==> src/rtl/unidade_busca_pkg.sv <==
// Shared definitions for the fetch/sequencing unit: opcode constants,
// sequencer state encoding and default widths.
package pacote_processador;

  localparam int ADDR_W_PADRAO = 10;
  localparam int DATA_W_PADRAO = 32;

  localparam logic [5:0] OP_FIM           = 6'b011111;
  localparam logic [5:0] OP_ULTIMO_VALIDO = 6'b100110;

  typedef enum logic [1:0] {
    BUSCA  = 2'd0,
    EXEC   = 2'd1,
    ESPERA = 2'd2,
    PARADO = 2'd3
  } estado_t;

  function automatic logic opcode_indefinido(input logic [5:0] op);
    return op > OP_ULTIMO_VALIDO;
  endfunction

endpackage

==> src/rtl/unidade_busca_if.sv <==
// Bundle between the fetch unit, instruction memory, control unit and operator button.
// master = fetch unit side, slave = everything around it.
interface unidade_busca_if #(
  parameter int ADDR_W = 10,
  parameter int DATA_W = 32
);
  logic [DATA_W-1:0] instrucao;
  logic [ADDR_W-1:0] endInstrucao;
  logic [5:0]        opcode;
  logic              DesvioControl;
  logic              jumpControl;
  logic              branchControl;
  logic              branchTipo;
  logic              ulaZero;
  logic              status;
  logic [DATA_W-1:0] regValor;
  logic              confirma;
  logic [ADDR_W-1:0] pcLink;
  logic              commit;
  logic              espera;
  logic              parado;

  modport master (
    input  instrucao, DesvioControl, jumpControl, branchControl, branchTipo,
           ulaZero, status, regValor, confirma,
    output endInstrucao, opcode, pcLink, commit, espera, parado
  );

  modport slave (
    output instrucao, DesvioControl, jumpControl, branchControl, branchTipo,
           ulaZero, status, regValor, confirma,
    input  endInstrucao, opcode, pcLink, commit, espera, parado
  );
endinterface

==> src/rtl/unidade_busca_sincroniza_borda.sv <==
// Two-flop synchronizer for an asynchronous push-button followed by a
// registered rising-edge detector producing a one-cycle pulse.
module sincroniza_borda (
  input  logic clk,
  input  logic rst_n,
  input  logic sinal_i,
  output logic borda_o
);
  // [0],[1] synchronizer stages, [2] previous synchronized value
  logic [2:0] sinc_q;

  // NOTE: sequential state uses non-blocking assignments so every flop samples pre-edge values.
  always_ff @(posedge clk or negedge rst_n) begin
    if (!rst_n) sinc_q <= '0;
    else        sinc_q <= {sinc_q[1:0], sinal_i};
  end

  assign borda_o = sinc_q[1] & ~sinc_q[2];
endmodule

==> src/rtl/unidade_busca.sv <==
// Instruction fetch/sequencing unit: holds PC and IR, walks BUSCA/EXEC,
// computes the next PC from control-unit feedback, waits for the operator and halts on fim.
module unidade_busca
  import pacote_processador::*;
#(
  parameter int ADDR_W = ADDR_W_PADRAO,
  parameter int DATA_W = DATA_W_PADRAO
) (
  input logic             clock,
  input logic             reset,
  unidade_busca_if.master bus
);
  localparam logic [ADDR_W-1:0] UM = 1;

  estado_t           estado_q, estado_d;
  logic [ADDR_W-1:0] pc_q, pc_d;
  logic [5:0]        ir_q;
  logic              espera_q, parado_q;
  logic              borda_confirma;
  logic [5:0]        opcode_atual;
  logic [ADDR_W-1:0] pc_mais_um;
  logic              desvio_tomado;
  logic              commit;

  sincroniza_borda u_sincroniza_borda (
    .clk     (clock),
    .rst_n   (reset),
    .sinal_i (bus.confirma),
    .borda_o (borda_confirma)
  );

  // During EXEC the control unit must see the fresh opcode in the same cycle; IR keeps it afterwards.
  assign opcode_atual  = (estado_q == EXEC) ? bus.instrucao[DATA_W-1 -: 6] : ir_q;
  assign pc_mais_um    = pc_q + UM;
  assign desvio_tomado = bus.branchControl & (bus.ulaZero ^ bus.branchTipo);

  // NOTE: every always_comb output gets a default first, so no path can infer a latch.
  always_comb begin
    estado_d = estado_q;
    pc_d     = pc_q;
    commit   = 1'b0;
    case (estado_q)
      BUSCA: estado_d = EXEC;
      EXEC: begin
        if (opcode_atual == OP_FIM) begin
          estado_d = PARADO;
        end else if (bus.status) begin
          estado_d = ESPERA;
        end else begin
          estado_d = BUSCA;
          if (bus.DesvioControl) begin
            pc_d   = bus.jumpControl ? bus.regValor[ADDR_W-1:0] : bus.instrucao[ADDR_W-1:0];
            commit = 1'b1;
          end else if (desvio_tomado) begin
            pc_d   = bus.instrucao[ADDR_W-1:0];
            commit = 1'b1;
          end else begin
            pc_d   = pc_mais_um;
            commit = ~opcode_indefinido(opcode_atual);
          end
        end
      end
      ESPERA: begin
        if (borda_confirma) begin
          pc_d     = pc_mais_um;
          commit   = 1'b1;
          estado_d = BUSCA;
        end
      end
      PARADO:  estado_d = PARADO;
      default: estado_d = BUSCA;
    endcase
  end

  always_ff @(posedge clock or negedge reset) begin
    if (!reset) begin
      estado_q <= BUSCA;
      pc_q     <= '0;
      ir_q     <= '0;
      espera_q <= 1'b0;
      parado_q <= 1'b0;
    end else begin
      estado_q <= estado_d;
      pc_q     <= pc_d;
      if (estado_q == EXEC) ir_q <= opcode_atual;
      espera_q <= (estado_d == ESPERA);
      parado_q <= (estado_d == PARADO);
    end
  end

  assign bus.endInstrucao = pc_q;
  assign bus.opcode       = opcode_atual;
  assign bus.pcLink       = (estado_q == EXEC) ? pc_mais_um : '0;
  assign bus.commit       = commit;
  assign bus.espera       = espera_q;
  assign bus.parado       = parado_q;
endmodule

==> src/flat_wrapper.sv <==
// flat-port wrapper written by rule: the top's interface ports become plain ports
module unidade_busca_flat import pacote_processador::*;
#(
  parameter int ADDR_W = ADDR_W_PADRAO,
  parameter int DATA_W = DATA_W_PADRAO
)
  (clock, reset, bus_instrucao, bus_DesvioControl, bus_jumpControl, bus_branchControl, bus_branchTipo, bus_ulaZero, bus_status, bus_regValor, bus_confirma, bus_endInstrucao, bus_opcode, bus_pcLink, bus_commit, bus_espera, bus_parado);
  unidade_busca_if #(.ADDR_W(ADDR_W), .DATA_W(DATA_W)) bus_i ();
  input logic clock;
  input logic reset;
  input wire logic [$bits(bus_i.instrucao)-1:0] bus_instrucao;
  input wire logic [$bits(bus_i.DesvioControl)-1:0] bus_DesvioControl;
  input wire logic [$bits(bus_i.jumpControl)-1:0] bus_jumpControl;
  input wire logic [$bits(bus_i.branchControl)-1:0] bus_branchControl;
  input wire logic [$bits(bus_i.branchTipo)-1:0] bus_branchTipo;
  input wire logic [$bits(bus_i.ulaZero)-1:0] bus_ulaZero;
  input wire logic [$bits(bus_i.status)-1:0] bus_status;
  input wire logic [$bits(bus_i.regValor)-1:0] bus_regValor;
  input wire logic [$bits(bus_i.confirma)-1:0] bus_confirma;
  output wire logic [$bits(bus_i.endInstrucao)-1:0] bus_endInstrucao;
  output wire logic [$bits(bus_i.opcode)-1:0] bus_opcode;
  output wire logic [$bits(bus_i.pcLink)-1:0] bus_pcLink;
  output wire logic [$bits(bus_i.commit)-1:0] bus_commit;
  output wire logic [$bits(bus_i.espera)-1:0] bus_espera;
  output wire logic [$bits(bus_i.parado)-1:0] bus_parado;
  assign bus_i.instrucao = bus_instrucao;
  assign bus_i.DesvioControl = bus_DesvioControl;
  assign bus_i.jumpControl = bus_jumpControl;
  assign bus_i.branchControl = bus_branchControl;
  assign bus_i.branchTipo = bus_branchTipo;
  assign bus_i.ulaZero = bus_ulaZero;
  assign bus_i.status = bus_status;
  assign bus_i.regValor = bus_regValor;
  assign bus_i.confirma = bus_confirma;
  assign bus_endInstrucao = bus_i.endInstrucao;
  assign bus_opcode = bus_i.opcode;
  assign bus_pcLink = bus_i.pcLink;
  assign bus_commit = bus_i.commit;
  assign bus_espera = bus_i.espera;
  assign bus_parado = bus_i.parado;
  unidade_busca #(.ADDR_W(ADDR_W), .DATA_W(DATA_W)) u_core (.clock(clock), .reset(reset), .bus(bus_i));
endmodule
==> config.mk <==
export PLATFORM = sky130hd
export DESIGN_NAME = unidade_busca_flat
export DESIGN_NICKNAME = d
export VERILOG_FILES = /design/src/rtl/unidade_busca_pkg.sv /design/src/rtl/unidade_busca_if.sv /design/src/rtl/unidade_busca_sincroniza_borda.sv /design/src/rtl/unidade_busca.sv /design/src/flat_wrapper.sv
export SDC_FILE = /design/constraint.sdc
export NUM_CORES = 1
export LEC_CHECK = 0
export ABC_AREA = 1
export BUFFER_PORTS_ARGS = -buffer_cell sky130_fd_sc_hd__buf_2
export CAP_MARGIN = 15
export CORE_MARGIN = 2
export CORE_UTILIZATION = 45
export CTS_CLUSTER_SIZE = 14
export DETAILED_ROUTE_END_ITERATION = 7
export GPL_ROUTABILITY_DRIVEN = 1
export PLACE_DENSITY = 0.83
export SLEW_MARGIN = 30
export SYNTH_ARGS = -nofsm -noshare
export SYNTH_HDL_FRONTEND = slang
export SYNTH_SLANG_ARGS = --single-unit
==> constraint.sdc <==
create_clock -name clock -period 5.4 [get_ports clock]
set_input_delay 1.08 -clock clock [delete_from_list [all_inputs] [get_ports clock]]
set_output_delay 1.08 -clock clock [all_outputs]
set_load 0.01 [all_outputs]
# After elaboration in Yosys (flattened, before gate mapping)
# Index checks and enable logic that the tools add are counted.
# classes
addsub	1
n_lt_le_gt_ge	1
eq_ne	9
mux	19
bitwise	5
reduce_logical	3
# ops
op	count
10-bit two-way mux	7
10-bit case mux with 2 select lines	1
10-bit by 1-bit adder with 10-bit output, second input constant	1
2-bit == test, second input constant	4
2-bit case mux with 4 select lines	1
6-bit by 5-bit == test with 1-bit output, second input constant	1
6-bit greater-than comparator, second input constant	1
2-bit two-way mux	3
6-bit two-way mux	1
1-bit two-way mux	5
2-bit inequality test, second input constant	2
4-bit AND reduction	1
1-bit bitwise AND	2
2-bit by 1-bit == test with 1-bit output, second input constant	1
2-bit logical NOT	1
2-bit by 1-bit inequality test with 1-bit output, second input constant	1
1-bit inverter	2
1-bit case mux with 2 select lines	1
2-bit nonzero test	1
1-bit bitwise XOR	1
# totals
regBits	23
inputBits	73
output_inout_bits	29
elab_cells	44

# Depth between registers and ports, before layout
# Gate-level depths: netlist (run 1).
# logic_depth
ltp_word	9
depth_mapped	13

# Hierarchy
# From an unflattened synthesis (run 1), not the netlist that was laid out.
# hier_totals
hier_cells	254
area_unflattened_um2	1680.4
# modules_own_cells
mod	instances	cells_per_inst	area_per_inst_um2	seq_area_each_um2
unidade_busca	1	249	1595.3	500.5
sincroniza_borda	1	5	85.1	75.1

# Worst setup path after synthesis (run 1)
# No wires, ideal clock.
# synth_timing
kind	input to output
startpoint	input port bus_branchControl
endpoint	output port bus_commit
arrival_ns	1.925
path_slack_ns	2.395
path_stages	7
n_path_buf	0
cell_sequence	inv_1 > nor2_1 > nand2_1 > nand2_1 > nand3b_1 > nand2_1 > a21boi_0
# synth_via
elab_chain_cells	6
# synth_rtl
element	line_no	rtl
start, declared	flat_wrapper.sv:14	input wire logic [$bits(bus_i.branchControl)-1:0] bus_branchControl;
1-bit bitwise AND	unidade_busca.sv:35	assign desvio_tomado = bus.branchControl & (bus.ulaZero ^ bus.branchTipo);
1-bit two-way mux	unidade_busca.sv:54	end else if (desvio_tomado) begin
1-bit two-way mux	unidade_busca.sv:51	if (bus.DesvioControl) begin
1-bit two-way mux	unidade_busca.sv:47	end else if (bus.status) begin
1-bit two-way mux	unidade_busca.sv:45	if (opcode_atual == OP_FIM) begin
1-bit case mux with 2 select lines	unidade_busca.sv:42	case (estado_q)
end, declared	flat_wrapper.sv:23	output wire logic [$bits(bus_i.commit)-1:0] bus_commit;
# Every way passes these cells.

# Final worst setup path (run 1)
# layout_timing
startpoint	register u_core.estado_q[1]
endpoint	output port bus_commit
# layout_via
elab_chain_cells	9
# layout_rtl
element	line_no	rtl
start, declared	unidade_busca.sv:15	estado_t estado_q, estado_d;
start signal, assigned	unidade_busca.sv:83	estado_q <= estado_d;
2-bit by 1-bit == test with 1-bit output	unidade_busca.sv:33, unidade_busca.sv:42	
6-bit two-way mux	unidade_busca.sv:33	assign opcode_atual = (estado_q == EXEC) ? bus.instrucao[DATA_W-1 -: 6] : ir_q;
6-bit greater-than comparator	unidade_busca_pkg.sv:19	return op > OP_ULTIMO_VALIDO;
1-bit inverter	unidade_busca.sv:59	commit = ~opcode_indefinido(opcode_atual);
1-bit two-way mux	unidade_busca.sv:54	
1-bit two-way mux	unidade_busca.sv:51	
1-bit two-way mux	unidade_busca.sv:47	
1-bit two-way mux	unidade_busca.sv:45	
1-bit case mux with 2 select lines (*)	unidade_busca.sv:42	
# Every way passes the cells marked *; elsewhere a longest branch is shown, timed or not.

==> results of run 1 <==
## cell type report
class | count | area, um2
clock buffer | 4 | 45.0
inverter | 31 | 116
multi-input combinational | 190 | 975
fill | 369 | 1570
sequential | 23 | 576
timing repair buffer | 63 | 315
tap | 48 | 60.1
## metal layers
metal	GRT usage (%)	share of wire, %	wire (um)
met5	0	0	0
met1	26.8	46	1900
met4	5.47	0.66	27
met3	2.23	5.0	205
met2	32.9	48	1990
## through the flow
step | cells | area, um2 | hold WS, ns
finish | 359 | 2090 | 0.377
global route | 359 | 2090 | 0.391
CTS | 359 | 2090 | 0.375
detailed placement | 355 | 2040 | 0.354
global placement | 355 | 2040 | 0.333
floorplan | 250 | 1710 | 0.331
## synthesized netlist by cell type (all sizes together)
cell / instances / area, um2
and2: 1 / 6.26
inv: 31 / 116
o21ai: 16 / 114
o211ai: 8 / 60.1
a21oi: 6 / 30.0
nand3b: 1 / 7.51
xor2: 3 / 26.3
dfrtp: 23 / 576
o22ai: 1 / 6.26
nor3: 10 / 50.1
nand4: 1 / 6.26
nand2: 88 / 358
nand3: 8 / 50.1
nor2: 39 / 170
a21boi: 2 / 15.0
buf: 2 / 26.3
ha: 6 / 75.1
clkbuf: 4 / 15.0
## cell families (layout without fill, tap and decap cells)
family          after synthesis  after routing  share of synthesized area [%]
simple gates                148            148                           37.9
flops                        23             23                           33.7
buf+inv                      37             98                           9.23
compound gates               33             33                           13.2
xor+xnor                      3              3                           1.54
fa+ha+maj                     6              6                           4.40
## where the power goes
part / internal, uW / total (uW) / leakage (uW) / switching, uW
Combinational: 254 / 698 / 0.000870 / 443
Sequential: 246 / 306 / 0.000285 / 60.8
Clock: 52.6 / 107 / 0.0000228 / 54.0
Total: 553 / 1110 / 0.00118 / 558
## layout by cell type (no fill, tap or decap), drive strengths merged
master   n
inv     31
nand4    1
nand3b   1
nand3    8
a21boi   2
nand2   88
a21oi    6
nor3    10
ha       6
clkbuf   4
dfrtp   23
buf     63
and2     1
xor2     3
o21ai   16
o211ai   8
o22ai    1
nor2    39
## flip-flops by register name, summed over array words and instances, names as in the netlist
signal	count
u_core.u_sincroniza_borda.sinc_q	3
u_core.estado_q	2
u_core.bus.endInstrucao	10
u_core.ir_q	6
u_core.bus.espera	1
u_core.bus.parado	1
## worst max-delay path, delay by kind of cell, from the launching register on
family | cells | cell delay [ns]
buffers and inverters | 3 | 0.53
adder cells (fa/ha/maj) | 1 | 0.53
AO/OA/AOI/OAI | 2 | 0.30
AND/OR/NAND/NOR | 5 | 0.49
flip-flops | 1 | 0.43
## final timing paths
check | from | slack [ns] | endpoint
max in group asynchronous | reset | 4.27 | u_core.bus.endInstrucao[4]$_DFFE_PN0P_
hold / removal | u_core.u_sincroniza_borda.sinc_q[0]$_DFF_PN0_ | 0.38 | u_core.u_sincroniza_borda.sinc_q[1]$_DFF_PN0_
hold reg to reg | u_core.u_sincroniza_borda.sinc_q[0]$_DFF_PN0_ | 0.38 | u_core.u_sincroniza_borda.sinc_q[1]$_DFF_PN0_
setup reg to reg | u_core.estado_q[1]$_DFF_PN0_ | 2.96 | u_core.bus.endInstrucao[0]$_DFFE_PN0P_
setup / recovery | u_core.estado_q[1]$_DFF_PN0_ | 1.77 | bus_commit
min in group asynchronous | reset | 0.78 | u_core.ir_q[2]$_DFFE_PN0P_
==> impl_metrics.toml, run 1 <==
[placement]
port_buffers = 63
place_ws_ns = 2.03
dpl.hpwl_mm = 3.16
place_congestion = 0.789

[clock_tree]
clk_latency_ns = 0.26
cts_resized = 0
post_cts_buffers = 0
cts_tree = "done"
htree_levels = 1
path_clk_slew_ns = 0.08
clock_path_buffers = 2
cts_buffers = 3
clock_tree.root_cell = "clkbuf_8"
clock_sinks = 23
cts_hold_buf = 0

[floorplan]
die-height_um = 65.6
ioPinCount = 102
rows = 22
die_area_um2 = 4300
die_w_um = 65.6
start_util_pct = 46.7
core_area_um2 = 3660

[critical_path]
cp_common_cell = "nand2_1"
worstPathRequired_ns = 4.32
rr_worst_depth = 12
arrival_ns = 2.55
cp_slowest_stage_delay_ns = 0.53
worstPathMaxFanout = 15
critical_path_class = "reg -> out"
cp-end-kind = "primary output"
cpMaxStageDelayCell = "ha_1"
path_cells = "inv_1, ha_1, inv_2, nand2_1, nand2_1, nand2_1, nor2_4, a21boi_0, nand2_1, a21boi_0, buf_2"
setup.worst_path.start_class = "register"

[timing]
clock_skew_ns = 0.00204
finalSetupViolCount = 0
setup_ws_ns = 1.77
slew_violations = 0
relSlewSlack_pct = 60.6
fmax_mhz = 275
fin_crit_ns = 3.63
tightest_slew_ns = 0.592
min_period_over_period_pct = 67.2
rsz0062_at_grt = "no"
hold_viol = 0
fin_tns_setup_ns = 0

[routing]
drt_first_pass_iters = 4
drtIter0Drc = 55
viasPerCell = 4.91
routedWlPerCell_um = 11.5
vias = 1763
antenna_left = 0
postRouteWirelength_mm = 4.12
drc = 0

[final_layout]
final_util_pct = 57.0
synthToLayoutAreaGrowth_pct = 22.2
fin_nets = 391
diodes = 0
drive_gt1_share_pct = 28.0

[synthesis]
syn-cell-area_um2 = 1710
synthCells = 250
ys_ff_latch = 23
synth.avg_cell_area_um2 = 6.83
yosysSeqAreaShare_pct = 33.7
yosysWarnings = 0
synth.distinct_cells = 26
synth_nets = 329

[hold_path]
min_delay_path_depth = 0
hp-class = "reg -> reg"

[global_route]
grt_pass1_vias = 1538
grt.total_usage_pct = 19.7
grt_antenna_before_repair = 0
grt_first_pass_wirelength_mm = 6.71
grt_max_degree = 24
grt-ovfl-total = 0

[pwr]
peakVddDrop_mv = 0.266
total_power_uw = 1110
power_density_nw_per_um2 = 532
p_leak_uw = 0.00118

[run]
cap_violations = 0

[run_status]
status = "finished clean"
No activity file was read; power rests on OpenSTA's default activity.
==> run 2, diff against run 1 <==
--- a/config.mk
+++ b/config.mk
@@ -5,15 +5,15 @@
 export SDC_FILE = /design/constraint.sdc
 export NUM_CORES = 1
 export LEC_CHECK = 0
-export ABC_AREA = 1
+export ABC_AREA = 0
 export BUFFER_PORTS_ARGS = -buffer_cell sky130_fd_sc_hd__buf_2
 export CAP_MARGIN = 15
 export CORE_MARGIN = 2
-export CORE_UTILIZATION = 45
+export CORE_UTILIZATION = 39
 export CTS_CLUSTER_SIZE = 14
 export DETAILED_ROUTE_END_ITERATION = 7
 export GPL_ROUTABILITY_DRIVEN = 1
-export PLACE_DENSITY = 0.83
+export PLACE_DENSITY = 0.76
 export SLEW_MARGIN = 30
 export SYNTH_ARGS = -nofsm -noshare
 export SYNTH_HDL_FRONTEND = slang
==> constraint.sdc (replaced) <==
create_clock -name clock -period 3 [get_ports clock]
set_input_delay 0.6 -clock clock [delete_from_list [all_inputs] [get_ports clock]]
set_output_delay 0.6 -clock clock [all_outputs]
set_load 0.01 [all_outputs]
==> run 2 against run 1 <==
  * Hold slack lost 0.075 ns
  * Clock power up 90%
  * Highest routed layer unchanged
  * Critical path depth is 5 lower
  * Cell count down 19%
  * Register-to-register slack worse by 2.2 ns
==> impl_metrics.toml, run 2 <==
[synthesis]
synth.avg_cell_area_um2 = 9.67
synthCells = 177
synth_top_area_cell = "dfrtp_1"
async_flop_share_pct = 100
yosysSeqAreaShare_pct = 33.6
synth_edf_count = 0
synth.cells.most_frequent = "23 x dfrtp_1, 17 x mux2_2, 11 x mux2i_1"
synth_top_area_share_pct = 33.6
synth-main-ff-cell = "dfrtp_1"
yosysWarnings = 0
synth_nets = 256
syn-cell-area_um2 = 1710
yosysMostFrequentCell = "dfrtp_1"
synth.distinct_cells = 43
synth.area.top_cells = "dfrtp_1 34%, mux2_2 11%, mux2i_1 6.4%"
ys_ff_latch = 23

[pwr]
peakVddDrop_mv = 0.188
power_density_nw_per_um2 = 320
p_leak_uw = 0.00106

[final_layout]
final_common_cell = "buf_2"
final_cell_mix = "63 x buf_2, 23 x dfrtp_1, 17 x mux2_2"
design_area_um2 = 2130
synthToLayoutAreaGrowth_pct = 24.3
largest_reg_flops = 10
fin_nets = 320
diodes = 0
drive_gt1_share_pct = 39.2

[timing]
relSlewSlack_pct = 63.8
tightest_slew_ns = 0.543
hold_ws_ns = 0.302
fin_tns_setup_ns = 0
min_period_over_period_pct = 92.6
finalSetupViolCount = 0
slew_violations = 0
clock_skew_ns = 0.00365
hold_viol = 0
rsz0062_at_grt = "no"
fmax_mhz = 360
fin_crit_ns = 2.78

[critical_path]
arrival_ns = 2.18
cp-end-kind = "primary output"
cp_slowest_stage_delay_ns = 0.44
rr_worst_depth = 6
ff2ff_setup_slack_ns = 0.78
worstPathRequired_ns = 2.40
cpMaxStageDelayCell = "dfrtp_1"
r2r-end = "u_core.bus.endInstrucao[1]$_DFFE_PN0P_"
r2r_start = "u_core.estado_q[1]$_DFF_PN0_"
critical_path_class = "reg -> out"
worstSetupStartpoint = "u_core.estado_q[1]$_DFF_PN0_"
setup.worst_path.start_class = "register"
path_cells = "inv_1, ha_2, mux2_2, a311o_1, o22ai_1, buf_2"
worstPathMaxFanout = 16

[clock_tree]
clock_tree.root_cell = "clkbuf_8"
path_clk_slew_ns = 0.09
cts_buffers = 3
htree_levels = 1
cts_hold_buf = 0
clk_latency_ns = 0.27
post_cts_buffers = 0
clock_path_buffers = 2
cts_resized = 1
cts_tree = "done"
clock_sinks = 23

[global_route]
grt_max_degree = 24
grt-ovfl-total = 0
grt_pass1_vias = 1476
grt.total_usage_pct = 16.9
grt_first_pass_wirelength_mm = 6.82
grt_antenna_before_repair = 0

[routing]
drt_first_pass_iters = 4
viasPerCell = 5.33
routedWlPerCell_um = 13.9
drtIter0Drc = 67
drc = 0
postRouteWirelength_mm = 4.05
vias = 1556
antenna_left = 0

[placement]
place_congestion = 0.758
dpl.hpwl_mm = 3.07
placed_cell_area_um2 = 2070
port_buffers = 63

[run_status]
status = "finished clean"

[floorplan]
rows = 24
die-height_um = 70.3
die_area_um2 = 4940
ioPinCount = 102
core_area_um2 = 4290
die_w_um = 70.3
start_util_pct = 39.9

[hold_path]
hp-class = "in -> async"

[run]
cap_violations = 0
run 2: changes by cell type in the layout (fill, tap and decap cells not counted), sizes merged, moves of 9 or more:
cell	before	now
nor3	10	1
nor2	39	7
inv	31	6
o21ai	16	4
nand2b	0	10
nand2	88	10
mux2	0	18
mux2i	0	11
run 2: per-layer routing:
layer / part of all wire [%] / routed length (um) / GRT usage, % / vias up
li1: - / - / - / 779
met1: 47 / 1880 / 22.1 / 723
met2: 47 / 1890 / 28.2 / 50
met3: 6.1 / 249 / 3.32 / 4
met4: 0.72 / 29 / 5.13 / 0
met5: 0 / 0 / 0 / -
run 2: report_power, final:
group	total, uW	internal [uW]	switching, uW
clock network	203	93.1	110
registers	345	324	21.0
logic	134	67.5	66.0
total	681	484	197
run 2: worst max-delay path by stage:
stage,to,cells after the start,slack (ns)
6_report,bus_commit,6,0.22
5_1_grt,bus_commit,7,0.06
4_1_cts,bus_commit,7,0.17
3_5_place_dp,bus_commit,7,0.28
3_3_place_gp,bus_commit,7,0.30
2_1_floorplan,bus_commit,6,0.70
run 2: final cells by class:
cell class | count | area (um2)
Multi-Input combinational cell | 140 | 1070
Inverter | 6 | 22.5
Clock buffer | 3 | 41.3
Tap cell | 52 | 65.1
Clock inverter | 1 | 5.00
Sequential cell | 23 | 576
Fill cell | 427 | 2170
Timing Repair Buffer | 67 | 345
run 2: through the flow:
| step | worst slack (ns) | total power (uW) | std cells | utilization (%) |
|---|---|---|---|---|
| floorplan | 0.698 | 423 | 177 | - |
| global placement | 0.304 | 481 | 288 | 48.3 |
| detailed placement | 0.279 | 486 | 288 | 48.3 |
| CTS | 0.175 | 688 | 292 | 49.4 |
| global route | 0.0552 | 721 | 292 | 49.6 |
| finish | 0.221 | 681 | 292 | 49.6 |
run 2: kinds of logic after synthesis:
family,after synthesis,synth area share (%)
and+or+nand+nor,59,19.2
AOI/OAI and AO/OA,41,17.6
muxes,29,18.5
DFF,23,33.6
buffers and inverters,14,4.17
adders and majority gates,6,4.39
xor gates and xnor gates,5,2.56
run 2: critical path: cells and delay by family (launching register included):
| family | cells | cell delay (ns) |
|---|---|---|
| adder cells (fa/ha/maj) | 1 | 0.37 |
| multiplexers | 1 | 0.40 |
| buffers and inverters | 2 | 0.25 |
| flip-flops | 1 | 0.44 |
| AO/OA/AOI/OAI | 2 | 0.43 |
==> run 3, diff against run 2 <==
--- a/config.mk
+++ b/config.mk
@@ -8,13 +8,14 @@
 export ABC_AREA = 0
 export BUFFER_PORTS_ARGS = -buffer_cell sky130_fd_sc_hd__buf_2
 export CAP_MARGIN = 15
+export CELL_PAD_IN_SITES_DETAIL_PLACEMENT = 2
+export CELL_PAD_IN_SITES_GLOBAL_PLACEMENT = 2
 export CORE_MARGIN = 2
-export CORE_UTILIZATION = 39
+export CORE_UTILIZATION = 21
 export CTS_CLUSTER_SIZE = 14
 export DETAILED_ROUTE_END_ITERATION = 7
 export GPL_ROUTABILITY_DRIVEN = 1
-export PLACE_DENSITY = 0.76
-export SLEW_MARGIN = 30
+export PLACE_DENSITY_LB_ADDON = 0.1
 export SYNTH_ARGS = -nofsm -noshare
 export SYNTH_HDL_FRONTEND = slang
 export SYNTH_SLANG_ARGS = --single-unit
==> run 3 against run 2 <==
  * Sequential power about the same
  * Register-to-register slack lost 0.02 ns
  * Clock skew fell by 0.0021 ns
  * Sequential share of layout area shrank 0.95 points
  * Clock power up 3%
  * Hold slack better by 0.025 ns
  * First-iteration DRC count down 69%
  * Fmax grew 0.24%
  * Critical endpoint unchanged
  * Largest cell class unchanged
  * Largest power group unchanged
==> impl_metrics.toml, run 3 (synthesized netlist as in run 2, its figures left out) <==
[critical_path]
r2r_start = "u_core.estado_q[1]$_DFF_PN0_"
cp-end-kind = "primary output"
setup.worst_path.start_class = "register"
ff2ff_setup_slack_ns = 0.76
r2r-end = "u_core.bus.endInstrucao[1]$_DFFE_PN0P_"
worstSetupStartpoint = "u_core.estado_q[1]$_DFF_PN0_"
critical_path_class = "reg -> out"
worstPathMaxFanout = 12
arrival_ns = 2.17
worstPathRequired_ns = 2.40
rr_worst_depth = 6

[timing]
clock_skew_ns = 0.00155
hold_viol = 0
fin_crit_ns = 2.77
fmax_mhz = 361
finalSetupViolCount = 0
tightest_slew_ns = 0.607
setup_ws_ns = 0.228
rsz0062_at_grt = "no"
slew_violations = 0
fin_tns_setup_ns = 0
min_period_over_period_pct = 92.4
relSlewSlack_pct = 59.5

[clock_tree]
cts_tree = "done"
clock_path_buffers = 2
clk_latency_ns = 0.27
cts_hold_buf = 0
htree_levels = 1
clock_sinks = 23
clock_tree.root_cell = "clkbuf_8"
cts_buffers = 3
path_clk_slew_ns = 0.09
post_cts_buffers = 0

[global_route]
grt_pass1_vias = 1769
grt.total_usage_pct = 13.6
use_met2_pct = 23.9
use_met1_pct = 17.7
grt_util_met3_pct = 2.57
grt_max_degree = 24
grt_busiest_layer = "met2"
grt_antenna_before_repair = 0
grt-ovfl-total = 0
grt_first_pass_wirelength_mm = 9.45

[routing]
postRouteWirelength_mm = 5.75
drtIter0Drc = 21
vias = 1647
antenna_left = 0
drt_first_pass_iters = 4
viasPerCell = 4.77
drc = 0
routedWlPerCell_um = 16.7

[final_layout]
diodes = 0
design_area_um2 = 2210
final_common_cell = "buf_2"
fin_nets = 323
largest_reg_flops = 10
synthToLayoutAreaGrowth_pct = 28.9
seq_area_um2 = 576
multiInputGateArea_um2 = 1070
nFillCells = 933
final_cell_mix = "63 x buf_2, 23 x dfrtp_1, 17 x mux2_2"
drive_gt1_share_pct = 39.1
final_util_pct = 28.3

[pwr]
p_leak_uw = 0.00108
power_density_nw_per_um2 = 316
peakVddDrop_mv = 0.132
total_power_uw = 696

[placement]
placed_cell_area_um2 = 2160
place_ws_ns = 0.382
place_congestion = 0.697
port_buffers = 63
dpl.hpwl_mm = 4.39

[floorplan]
start_util_pct = 21.9
die-height_um = 94.3
die_w_um = 94.3
rows = 32
die_area_um2 = 8890
ioPinCount = 102
core_area_um2 = 7810

[run_status]
status = "finished clean"

[run]
cap_violations = 0

[hold_path]
hp-class = "in -> async"
[run 3: worst max-delay path, cell delays in order, from the launching register on]
cell      delay (ns)
dfrtp_1         0.45
inv_1           0.11
ha_2            0.34
nand2b_1        0.21
a221oi_1        0.13
a311o_1         0.34
o22ai_1         0.16
buf_2           0.16
[run 3: how the worst max path moves through the flow]
stage	end
2_1_floorplan	bus_commit
3_3_place_gp	bus_commit
3_5_place_dp	bus_commit
4_1_cts	bus_commit
5_1_grt	bus_commit
6_report	bus_commit
[run 3: power by group]
part	switching [uW]	internal, uW	leakage [uW]
Combinational	71.6	67.5	0.000780
Sequential	24.1	324	0.000273
Clock	114	95.2	0.0000228
[run 3: what timing repair did]
item	CTS	global route
resized for setup	0	1
endpoints found under the setup margin	0	1
hold endpoints to repair	0	0
[run 3: final cells by class]
cell class,count,area share [%]
Timing Repair Buffer,70,16.7
Tap cell,102,5.79
Clock buffer,4,2.04
Sequential cell,23,26.1
Multi-Input combinational cell,140,48.4
Inverter,6,1.02
[run 3: through the flow]
| stage | instances | hold slack (ns) |
|---|---|---|
| 2_1_floorplan | 177 | 0.304 |
| 3_3_place_gp | 341 | 0.344 |
| 3_5_place_dp | 341 | 0.360 |
| 4_1_cts | 345 | 0.350 |
| 5_1_grt | 345 | 0.351 |
| 6_report | 345 | 0.326 |
[run 3: routing by layer]
layer  up-vias  part of all wire [%]  wire length (um)
met3         2                   5.4               309
met1       824                    46              2630
met4         0                  0.49                28
met2        45                    48              2790
met5         -                     0                 0
li1        776                     -                 -
